File: src/rtl/timer_ctrl_pkg.sv
// Shared types and constants for the timer controller: FSM state encoding and mode values.
package timer_ctrl_pkg;

  typedef enum logic [1:0] {
    IDLE  = 2'd0,
    RUN   = 2'd1,
    PAUSE = 2'd2
  } state_e;

  localparam logic MODE_ONESHOT = 1'b0;
  localparam logic MODE_RELOAD  = 1'b1;

endpackage

File: src/rtl/timer_prescaler.sv
// Prescale divider: emits one tick every div+1 enabled cycles; clr restarts the phase.
module timer_prescaler #(
  parameter int PS_WIDTH = 8
) (
  input  logic                clk,
  input  logic                rst_n,
  input  logic                en,
  input  logic                clr,
  input  logic [PS_WIDTH-1:0] div,
  output logic                tick
);

  logic [PS_WIDTH-1:0] ps_cnt_q;
  logic [PS_WIDTH-1:0] ps_cnt_d;
  logic                wrap;

  always_comb begin
    wrap     = (ps_cnt_q == div);
    tick     = en && wrap;
    ps_cnt_d = ps_cnt_q;
    if (clr) begin
      ps_cnt_d = '0;
    end else if (en) begin
      ps_cnt_d = wrap ? '0 : ps_cnt_q + PS_WIDTH'(1);
    end
  end

  always_ff @(posedge clk or negedge rst_n) begin
    if (!rst_n) begin
      ps_cnt_q <= '0;
    end else begin
      ps_cnt_q <= ps_cnt_d;
    end
  end

endmodule

File: src/rtl/timer_ctrl.sv
// Timer sequencing controller: start/stop/pause FSM, prescaled counter, terminal-count match and sticky irq.
// Optional capture port set enabled by defining TIMER_CTRL_CAPTURE_EN.
module timer_ctrl
  import timer_ctrl_pkg::*;
#(
  parameter int WIDTH    = 32,
  parameter int PS_WIDTH = 8
) (
  input  logic                clk,
  input  logic                rst_n,
  input  logic                cfg_we,
  input  logic [WIDTH-1:0]    cfg_period,
  input  logic [PS_WIDTH-1:0] cfg_prescale,
  input  logic                cfg_mode,
  input  logic                start,
  input  logic                stop,
  input  logic                hold,
  input  logic                irq_ack,
  output logic                busy,
  output logic [WIDTH-1:0]    count,
  output logic                done_pulse,
  output logic                irq,
  output logic                overrun,
`ifdef TIMER_CTRL_CAPTURE_EN
  input  logic                capture_in,
  output logic [WIDTH-1:0]    capture_val,
  output logic                capture_valid,
`endif
  output logic [1:0]          dbg_state
);

  state_e               state_q;
  logic [WIDTH-1:0]     count_q;
  logic [WIDTH-1:0]     period_q;
  logic [PS_WIDTH-1:0]  prescale_q;
  logic                 mode_q;
  logic                 busy_q;
  logic                 done_q;
  logic                 irq_q;
  logic                 ovr_q;

  logic ps_en;
  logic ps_clr;
  logic tick;
  logic match;

  // Counting happens on every busy cycle without hold; stop suppresses the tick so it beats any match.
  assign ps_en  = (state_q != IDLE) && !stop && !hold;
  assign ps_clr = (state_q == IDLE) && start && !stop;
  assign match  = tick && (count_q == period_q);

  timer_prescaler #(
    .PS_WIDTH(PS_WIDTH)
  ) u_prescaler (
    .clk  (clk),
    .rst_n(rst_n),
    .en   (ps_en),
    .clr  (ps_clr),
    .div  (prescale_q),
    .tick (tick)
  );

  always_ff @(posedge clk or negedge rst_n) begin
    if (!rst_n) begin
      state_q    <= IDLE;
      count_q    <= '0;
      period_q   <= '0;
      prescale_q <= '0;
      mode_q     <= MODE_ONESHOT;
      busy_q     <= 1'b0;
      done_q     <= 1'b0;
      irq_q      <= 1'b0;
      ovr_q      <= 1'b0;
    end else begin
      done_q <= match;
      // A match sets irq even when acked in the same cycle; overrun needs irq already pending.
      if (match) begin
        irq_q <= 1'b1;
        if (irq_q) begin
          ovr_q <= 1'b1;
        end else if (irq_ack) begin
          ovr_q <= 1'b0;
        end
      end else if (irq_ack) begin
        irq_q <= 1'b0;
        ovr_q <= 1'b0;
      end

      case (state_q)
        IDLE: begin
          if (cfg_we) begin
            period_q   <= cfg_period;
            prescale_q <= cfg_prescale;
            mode_q     <= cfg_mode;
          end
          if (start && !stop) begin
            state_q <= RUN;
            busy_q  <= 1'b1;
            count_q <= '0;
          end
        end
        RUN, PAUSE: begin
          if (stop) begin
            state_q <= IDLE;
            busy_q  <= 1'b0;
          end else if (match && (mode_q == MODE_ONESHOT)) begin
            state_q <= IDLE;
            busy_q  <= 1'b0;
          end else begin
            state_q <= hold ? PAUSE : RUN;
            if (match) begin
              count_q <= '0;
            end else if (tick) begin
              count_q <= count_q + WIDTH'(1);
            end
          end
        end
        default: begin
          state_q <= IDLE;
          busy_q  <= 1'b0;
        end
      endcase
    end
  end

  assign busy       = busy_q;
  assign count      = count_q;
  assign done_pulse = done_q;
  assign irq        = irq_q;
  assign overrun    = ovr_q;
  assign dbg_state  = state_q;

`ifdef TIMER_CTRL_CAPTURE_EN
  logic             cap_prev_q;
  logic [WIDTH-1:0] cap_val_q;
  logic             cap_valid_q;

  always_ff @(posedge clk or negedge rst_n) begin
    if (!rst_n) begin
      cap_prev_q  <= 1'b0;
      cap_val_q   <= '0;
      cap_valid_q <= 1'b0;
    end else begin
      cap_prev_q  <= capture_in;
      cap_valid_q <= 1'b0;
      if (capture_in && !cap_prev_q && (state_q != IDLE)) begin
        cap_val_q   <= count_q;
        cap_valid_q <= 1'b1;
      end
    end
  end

  assign capture_val   = cap_val_q;
  assign capture_valid = cap_valid_q;
`endif

endmodule

File: config.mk
export PLATFORM = sky130hd
export DESIGN_NAME = timer_ctrl
export DESIGN_NICKNAME = d
export VERILOG_FILES = /design/src/rtl/timer_ctrl_pkg.sv /design/src/rtl/timer_prescaler.sv /design/src/rtl/timer_ctrl.sv
export SDC_FILE = /design/constraint.sdc
export NUM_CORES = 1
export LEC_CHECK = 0
export CAP_MARGIN = 20
export CORE_ASPECT_RATIO = 0.75
export CORE_MARGIN = 2
export CORE_UTILIZATION = 52
export CTS_CLUSTER_DIAMETER = 120
export CTS_CLUSTER_SIZE = 40
export DETAILED_ROUTE_END_ITERATION = 10
export GPL_TIMING_DRIVEN = 0
export PLACE_DENSITY = 0.77
export SETUP_SLACK_MARGIN = 0.05
export SYNTH_ARGS = -nofsm -noshare
export SYNTH_HDL_FRONTEND = slang
export SYNTH_HIERARCHICAL = 1
export SYNTH_SLANG_ARGS = --single-unit
File: constraint.sdc
create_clock -name clk -period 3.9 [get_ports clk]
set_input_delay 0.585 -clock clk [delete_from_list [all_inputs] [get_ports clk]]
set_output_delay 0.585 -clock clk [all_outputs]
set_load 0.02 [all_outputs]
==> metrics.txt, run 1 <==
max_cap viols=0; post-synthesis cell area=~4500 um^2; async set or reset register ratio after synthesis=1.000; commonest cells after routing, fill and taps aside=dfrtp_1, clkdlybuf4s50_1, mux2_2, xnor2_1; CTS Buf Count=9; largest net degree at the start of global routing=slightly above 50; standard-cell rows=29; final wirelength=approximately 11,000 um; post-synthesis to final-layout area growth=29.49%; Reg-to-Reg Start=dbg_state[0]; simple logic cell fraction of the synthesized area=0.1443; first-pass GRT wire length=18,710 um; clock network power share=0.233; number of library cell types mapped by synthesis=53; type of the worst setup path=register to register; Data required, critical path=4.12 ns; Synth Area per Inst=approximately 10 um^2; outcome=completed; dominant cell type by area after synthesis=dfrtp_1; worst slew pin tran=about 0.73 ns; slack of the worst reg-to-reg path=approximately 0.34 ns; vias in the first global route=around 3.7k; setup repair after global routing missed its margin=no; Setup violations, final=0; post-synthesis compound-gate area fraction=0.1520; number of nets with antenna violations after detailed routing=0; switching share of total power=0.3518; CTS clock-pin slew for the worst setup and hold paths=around 0.060 ns; cts-stage hold buffer count=0; fin. max-slew vios=0; proportion of power drawn by flip-flops and latches=0.385; Longest Clk Path Bufs=2; mux contribution to synthesized area=0.1063; top_reg_cell synth=dfrtp_1; Slew Limit Headroom=0.5137; CP Max Fanout=10; Overall Global Routing Usage=0.2499; worst min-delay path category=input port to asynchronous set/reset pin; Internal Dissipation=2.436 mW; layout cell share with drive strength beyond 1=0.1541; routability cong.=approximately 0.94; Via density=5.873; floorplan die area=9511 um^2; most common cell after layout, fill and taps aside=dfrtp_1; count of final hold-check violations=0; vertical extent of the die=around 85 um; Post-Synth Adder-Cell Area=0.01101; data arrival time at the worst-slack endpoint=~3.8 ns; Wirelength per Cell=roughly 18 um; remaining routing DRC violations=0; top cell type's share of synthesized area=0.4791; NumNets Final=592; Worst setup EP type=register; synthesized netlist cell count=between 400 and 500; CTS tree=done; dpl hpwl=about 8600 um; top post-synthesis cells by area=dfrtp_1, mux2_2, xnor2_1; combinational cell fraction of total power=0.382; combinational family with the most area after synthesis=compound AO/OA/AOI/OAI gates; number of top-level design ports=between 80 and 90; First-pass DRT Iterations=4; Clock Tree Root=clkbuf_16; final worst-path setup slack=0.3430 ns; final cycle utilization of the critical path=0.9120; horizontal die dimension=about 110 um; sum of overflow across all layers after global routing=0; number of antenna violations at the first check in global routing=0; power density cells=between 600 and 700 nW/um^2; final worst path period need=3.557 ns; worst-case clock skew=between 0.006 and 0.007 ns; area share of xor/xnor cells in the synthesized design=0.06360; initial DRC count=269; worst setup path start=dbg_state[0]; effective utilization at floorplan=0.5352; clock sink count=87; via count=between 3k and 4k; yosys synthesis warning count=6; number of enable-type register cells in the synthesized netlist=0; flops & latches, synth=between 80 and 90; worst vdd rail ir drop=about 400 uV; type of element launching the critical path=register; Seq/Total Area, Yosys=0.4791; Net Count, Synth=a little under 500; Core Area=between 8000 and 9000 um^2; quantity of I/O buffers inserted on ports=85; insertion delay of the later-clocked pin in the worst-skew pair=0.34 ns; net switching power=around 1.3 mW; H-tree depth=3; final hold slack=0.2167 ns; count of antenna diodes in the layout=0; Pleak=2.341 nW; maximum clock frequency=281.1 MHz; worst-case setup slack after placement=-0.3558 ns
## critical path: stages, from the launching register on
cell and delay (ns):
dfrtp_1 0.40, inv_1 0.06, ha_1 0.20, clkbuf_1 0.22, nor3_4 0.24, inv_1 0.06, nor3_1 0.32, o2111ai_1 0.17
nor4_1 0.29, a41o_1 0.21, clkbuf_1 0.40, clkbuf_1 0.46, nor2_1 0.10, o21ai_0 0.21, o41ai_2 0.10
## cell families (layout without fill, tap and decap cells)
kind of cell	after synthesis	in the layout
AOI/OAI and AO/OA	99	99
DFF	87	87
buffers and inverters	45	148
adders and majority gates	4	4
xor gates and xnor gates	33	33
muxes	43	43
and+or+nand+nor	131	131
## path summary, 6_finish.rpt
kind | end | cells after the start
max | count[5] | 14
min | count[26] | 1
max reg2reg | count[5] | 14
min reg2reg | period_q[21] | 1
max in group asynchronous | u_prescaler/ps_cnt_q[0] | 2
min in group clk | period_q[21] | 1
## cells in the mapped netlist, types with 3 or more instances
master and count:
ha_1 4, nand3_1 21, buf_2 8, nor2_1 27
dfrtp_1 87, inv_1 21, xnor2_1 32, buf_1 4
nand2_1 30, and3_1 8, a22o_1 3, o41ai_2 4
o21ai_0 30, mux2_2 42, nor2b_1 5, a31oi_1 8
clkbuf_1 8, nand4_1 14, o31ai_1 20, nor3_1 5
nand2b_1 8, o22ai_1 3, a21oi_1 10
## repair_timing
action                                  in CTS  in global routing
pin swaps                                    0                  1
setup buffers                                0                  1
resized for setup                            1                  3
endpoints found under the setup margin      25                 32
cloned                                       0                  0
## layer usage
metal | up-vias | track usage | part of all wire
li1 | 1784 | - | -
met1 | 1875 | 0.3611 | 0.46
met2 | 162 | 0.3857 | 0.45
met3 | 14 | 0.05571 | 0.073
met4 | 0 | 0.06763 | 0.012
met5 | - | 0 | 0
## sequential cells by signal, summed over array words and instances, names as in the netlist
name                  count
count                    32
period_q                 32
prescale_q                8
u_prescaler/ps_cnt_q      8
dbg_state                 2
busy                      1
done_pulse                1
irq                       1
mode_q                    1
overrun                   1
## per-stage QoR
step,area (um^2),power (mW),TNS (ns),std cells,utilization
after floorplan,4544,2.402,0,442,-
after global placement,5530,2.808,-81.01,635,0.6513
after detailed placement,5555,2.871,-8.629,636,0.6543
after CTS,5869,3.761,0,652,0.6913
after global routing,5884,3.986,0,653,0.6930
final,5884,3.759,0,653,0.6930
## cell type report
| class | count | area (um^2) |
|---|---|---|
| repair buffers | 87 | 883.3 |
| clock buffers | 11 | 252.7 |
| clock inverters | 5 | 56.30 |
| multi-input cells | 310 | 2180 |
| fillers | 656 | 2606 |
| flip-flops and latches | 87 | 2177 |
| well taps | 108 | 135.1 |
| inverters | 21 | 78.83 |
| plain buffers | 24 | 121.4 |
## power groups by stage
stage | logic [mW] | registers, mW | clock network [mW]
after floorplan | 0.954 | 1.45 | 0
after global placement | 1.37 | 1.44 | 0
after detailed placement | 1.41 | 1.46 | 0
after CTS | 1.43 | 1.44 | 0.892
after global routing | 1.57 | 1.49 | 0.928
final | 1.44 | 1.45 | 0.875
(Power assumes the default switching activity.)
==> inputs of run 2 (changes only) <==
--- a/config.mk
+++ b/config.mk
@@ -13,8 +13,10 @@
 export CTS_CLUSTER_SIZE = 40
 export DETAILED_ROUTE_END_ITERATION = 10
 export GPL_TIMING_DRIVEN = 0
+export MAX_ROUTING_LAYER = met4
 export PLACE_DENSITY = 0.77
 export SETUP_SLACK_MARGIN = 0.05
+export SKIP_CTS_REPAIR_TIMING = 1
 export SYNTH_ARGS = -nofsm -noshare
 export SYNTH_HDL_FRONTEND = slang
 export SYNTH_HIERARCHICAL = 1
==> run 2 against run 1 <==
  * Clock power is 9.8% lower
  * Sequential power hardly changed
  * Largest power group unchanged
  * Worst setup slack improved by 0.14 ns
  * Routed wire length rose by 4.8%
  * Flip-flop and latch count stayed put
  * Global-route usage up 2.7 points
  * Critical path type unchanged
  * Critical endpoint is now count[24]
  * Cell area fell by 0.68%
  * First-iteration DRC count increased by 11%
  * Hold slack got worse by 0.015 ns
  * Power fell by 1.6%
==> metrics.txt, run 2 (same netlist as run 1, synthesis figures left out) <==
Worst setup EP type=register; fin. max-slew vios=0 (unchanged); Longest Clk Path Bufs=2 (unchanged); Reg-to-Reg Start=dbg_state[0]; count of fill cells added during filler insertion=667 (+1.7%); Pleak=2.326 nW (-0.65%); max_cap viols=0 (unchanged); routability cong.=0.9587 (+1.6%); standard-cell rows=29 (unchanged); setup repair after global routing missed its margin=no; sum of overflow across all layers after global routing=0 (unchanged); via count=3,887 (+1.4%); First-pass DRT Iterations=5 (+1); post-synthesis to final-layout area growth=28.61%; initial DRC count=299 (+11%); Largest stage delay, worst path=0.42 ns (-0.04 ns); NumNets Final=592 (unchanged); Core Area=8491 um^2 (unchanged); worst slew pin tran=0.7692 ns (+0.03977 ns); number of top-level design ports=86 (unchanged); final wirelength=12,010 um (+4.8%); H-tree depth=3 (unchanged); outcome=completed; final worst-path setup slack=0.4803 ns (+0.1373 ns); total non-filler cell area in the finished layout=5844 um^2 (-0.68%); first-pass GRT wire length=19,880 um (+6.3%); Clock Tree Root=clkbuf_16; Via density=5.971 (+1.7%); CTS tree=done; worst flop-to-flop path endpoint=count[24]; Wirelength per Cell=18.44 um (+5.1%); CTS clock-pin slew for the worst setup and hold paths=0.06 ns (about the same); type of the worst setup path=register to register; final hold slack=0.2019 ns (-0.01473 ns); Overall Global Routing Usage=0.2769 (+0.02695); layout cell share with drive strength beyond 1=0.1492 (-0.004957); commonest cells after routing, fill and taps aside=dfrtp_1, clkdlybuf4s50_1, mux2_2, xnor2_1; Critical-path top delay cell=clkbuf_1; number of nets with antenna violations after detailed routing=0 (unchanged); maximum clock frequency=292.4 MHz (+4.0%); number of antenna violations at the first check in global routing=0 (unchanged); final cycle utilization of the critical path=0.8768 (-0.03520); Data required, critical path=4.12 ns (about the same); final worst path period need=3.420 ns (-0.1373 ns); horizontal die dimension=111.9 um (unchanged); type of element launching the critical path=register; number of cell instances on the worst register-to-register path=14 (unchanged); worst vdd rail ir drop=367.8 uV (-8.5%); worst-case setup slack after placement=-0.2507 ns (+0.1051 ns); largest net degree at the start of global routing=53 (+3.9%); Setup violations, final=0 (unchanged); vias in the first global route=3,868 (+4.5%); worst min-delay path category=input port to asynchronous set/reset pin; Slew Limit Headroom=0.4872 (-0.02651); count of final hold-check violations=0 (unchanged); quantity of I/O buffers inserted on ports=85 (unchanged); most common cell after layout, fill and taps aside=dfrtp_1; DP Cell Count=636 (unchanged); insertion delay of the later-clocked pin in the worst-skew pair=0.34 ns (about the same); dpl hpwl=8901 um (+3.9%); CP Max Fanout=10 (unchanged); Core Util, Final=0.6883 (-0.004716); data arrival time at the worst-slack endpoint=3.64 ns (-0.13 ns); total placed instance area=5555 um^2 (unchanged); count of antenna diodes in the layout=0 (unchanged); slack of the worst reg-to-reg path=0.48 ns (+0.14 ns); worst-case clock skew=0.005982 ns (-0.0006053 ns); Layout Cells excl Fill=651 (-0.31%); remaining routing DRC violations=0 (unchanged); CP Cell Sequence=inv_1 -> ha_1 -> clkbuf_1 -> nor3_4 -> inv_1 -> nor3_1 -> o2111ai_1 -> nor4_1 -> and4_1 -> buf_2 -> a2111o_1 -> clkbuf_1 -> o21ai_0 -> o31ai_1; floorplan die area=9511 um^2 (unchanged); vertical extent of the die=84.96 um (unchanged); CTS Buf Count=9 (unchanged); clock sink count=87 (unchanged); power density cells=632.6 nW/um^2 (-0.96%); effective utilization at floorplan=0.5352 (unchanged)
[run 2: changes by cell type in the layout (fill, tap and decap cells not counted)]
cell	delta
clkbuf_2	+1
clkbuf_1	+1
clkinv_4	-1
clkinv_2	-1
clkbuf_4	+1
bufinv_16	-1
clkinvlp_4	-1
buf_2	-1
[run 2: routing by layer]
layer / share of wire / track usage / up-vias
li1: - / - / 1790
met1: 0.45 / 0.3845 / 1918
met2: 0.45 / 0.4072 / 162
met3: 0.080 / 0.08071 / 17
met4: 0.014 / 0.06430 / 0
met5: 0 / - / -
[run 2: area by class of cell]
class,instances,area (um^2),share of cell area
tap,108,135.1,0.02312
timing repair buffer,87,883.3,0.1511
clock buffer,13,260.3,0.04453
multi-input combinational,310,2180,0.3729
inverter,21,78.83,0.01349
buffer,24,125.1,0.02141
sequential,87,2177,0.3725
clock inverter,1,5.005,0.0008563
[run 2: how the worst max path moves through the flow]
| stage | from | endpoint | slack [ns] |
|---|---|---|---|
| 2_1_floorplan | dbg_state[0] | count[13] | 0.63 |
| 3_3_place_gp | rst_n | u_prescaler/ps_cnt_q[5] | -0.90 |
| 3_5_place_dp | stop | count[11] | -0.25 |
| 4_1_cts | dbg_state[0] | count[11] | 0.01 |
| 5_1_grt | dbg_state[0] | count[23] | 0.09 |
| 6_report | dbg_state[0] | count[24] | 0.48 |
[run 2: metrics by stage]
| step | TNS, ns | total power, mW |
|---|---|---|
| global route | 0 | 3.938 |
| CTS | 0 | 3.695 |
| floorplan | 0 | 2.402 |
| detailed placement | -5.139 | 2.893 |
| finish | 0 | 3.697 |
| global placement | -79.42 | 2.817 |
[run 2: critical path, delay by kind of cell (launching register included)]
kind	cells	cell delay [ns]
buf+inv	5	0.92
compound gates	4	0.72
simple gates	4	1.07
fa+ha+maj	1	0.19
flops	1	0.39
[run 2: power by group]
group	internal [mW]	switching, mW
Clock	0.459	0.330
Combinational	0.713	0.740
Sequential	1.19	0.261
==> inputs of run 3 (changes only) <==
--- a/config.mk
+++ b/config.mk
@@ -9,7 +9,6 @@
 export CORE_ASPECT_RATIO = 0.75
 export CORE_MARGIN = 2
 export CORE_UTILIZATION = 52
-export CTS_CLUSTER_DIAMETER = 120
 export CTS_CLUSTER_SIZE = 40
 export DETAILED_ROUTE_END_ITERATION = 10
 export GPL_TIMING_DRIVEN = 0
==> results of run 3 <==
Final layout, timing and power as in run 2 (identical DEF).
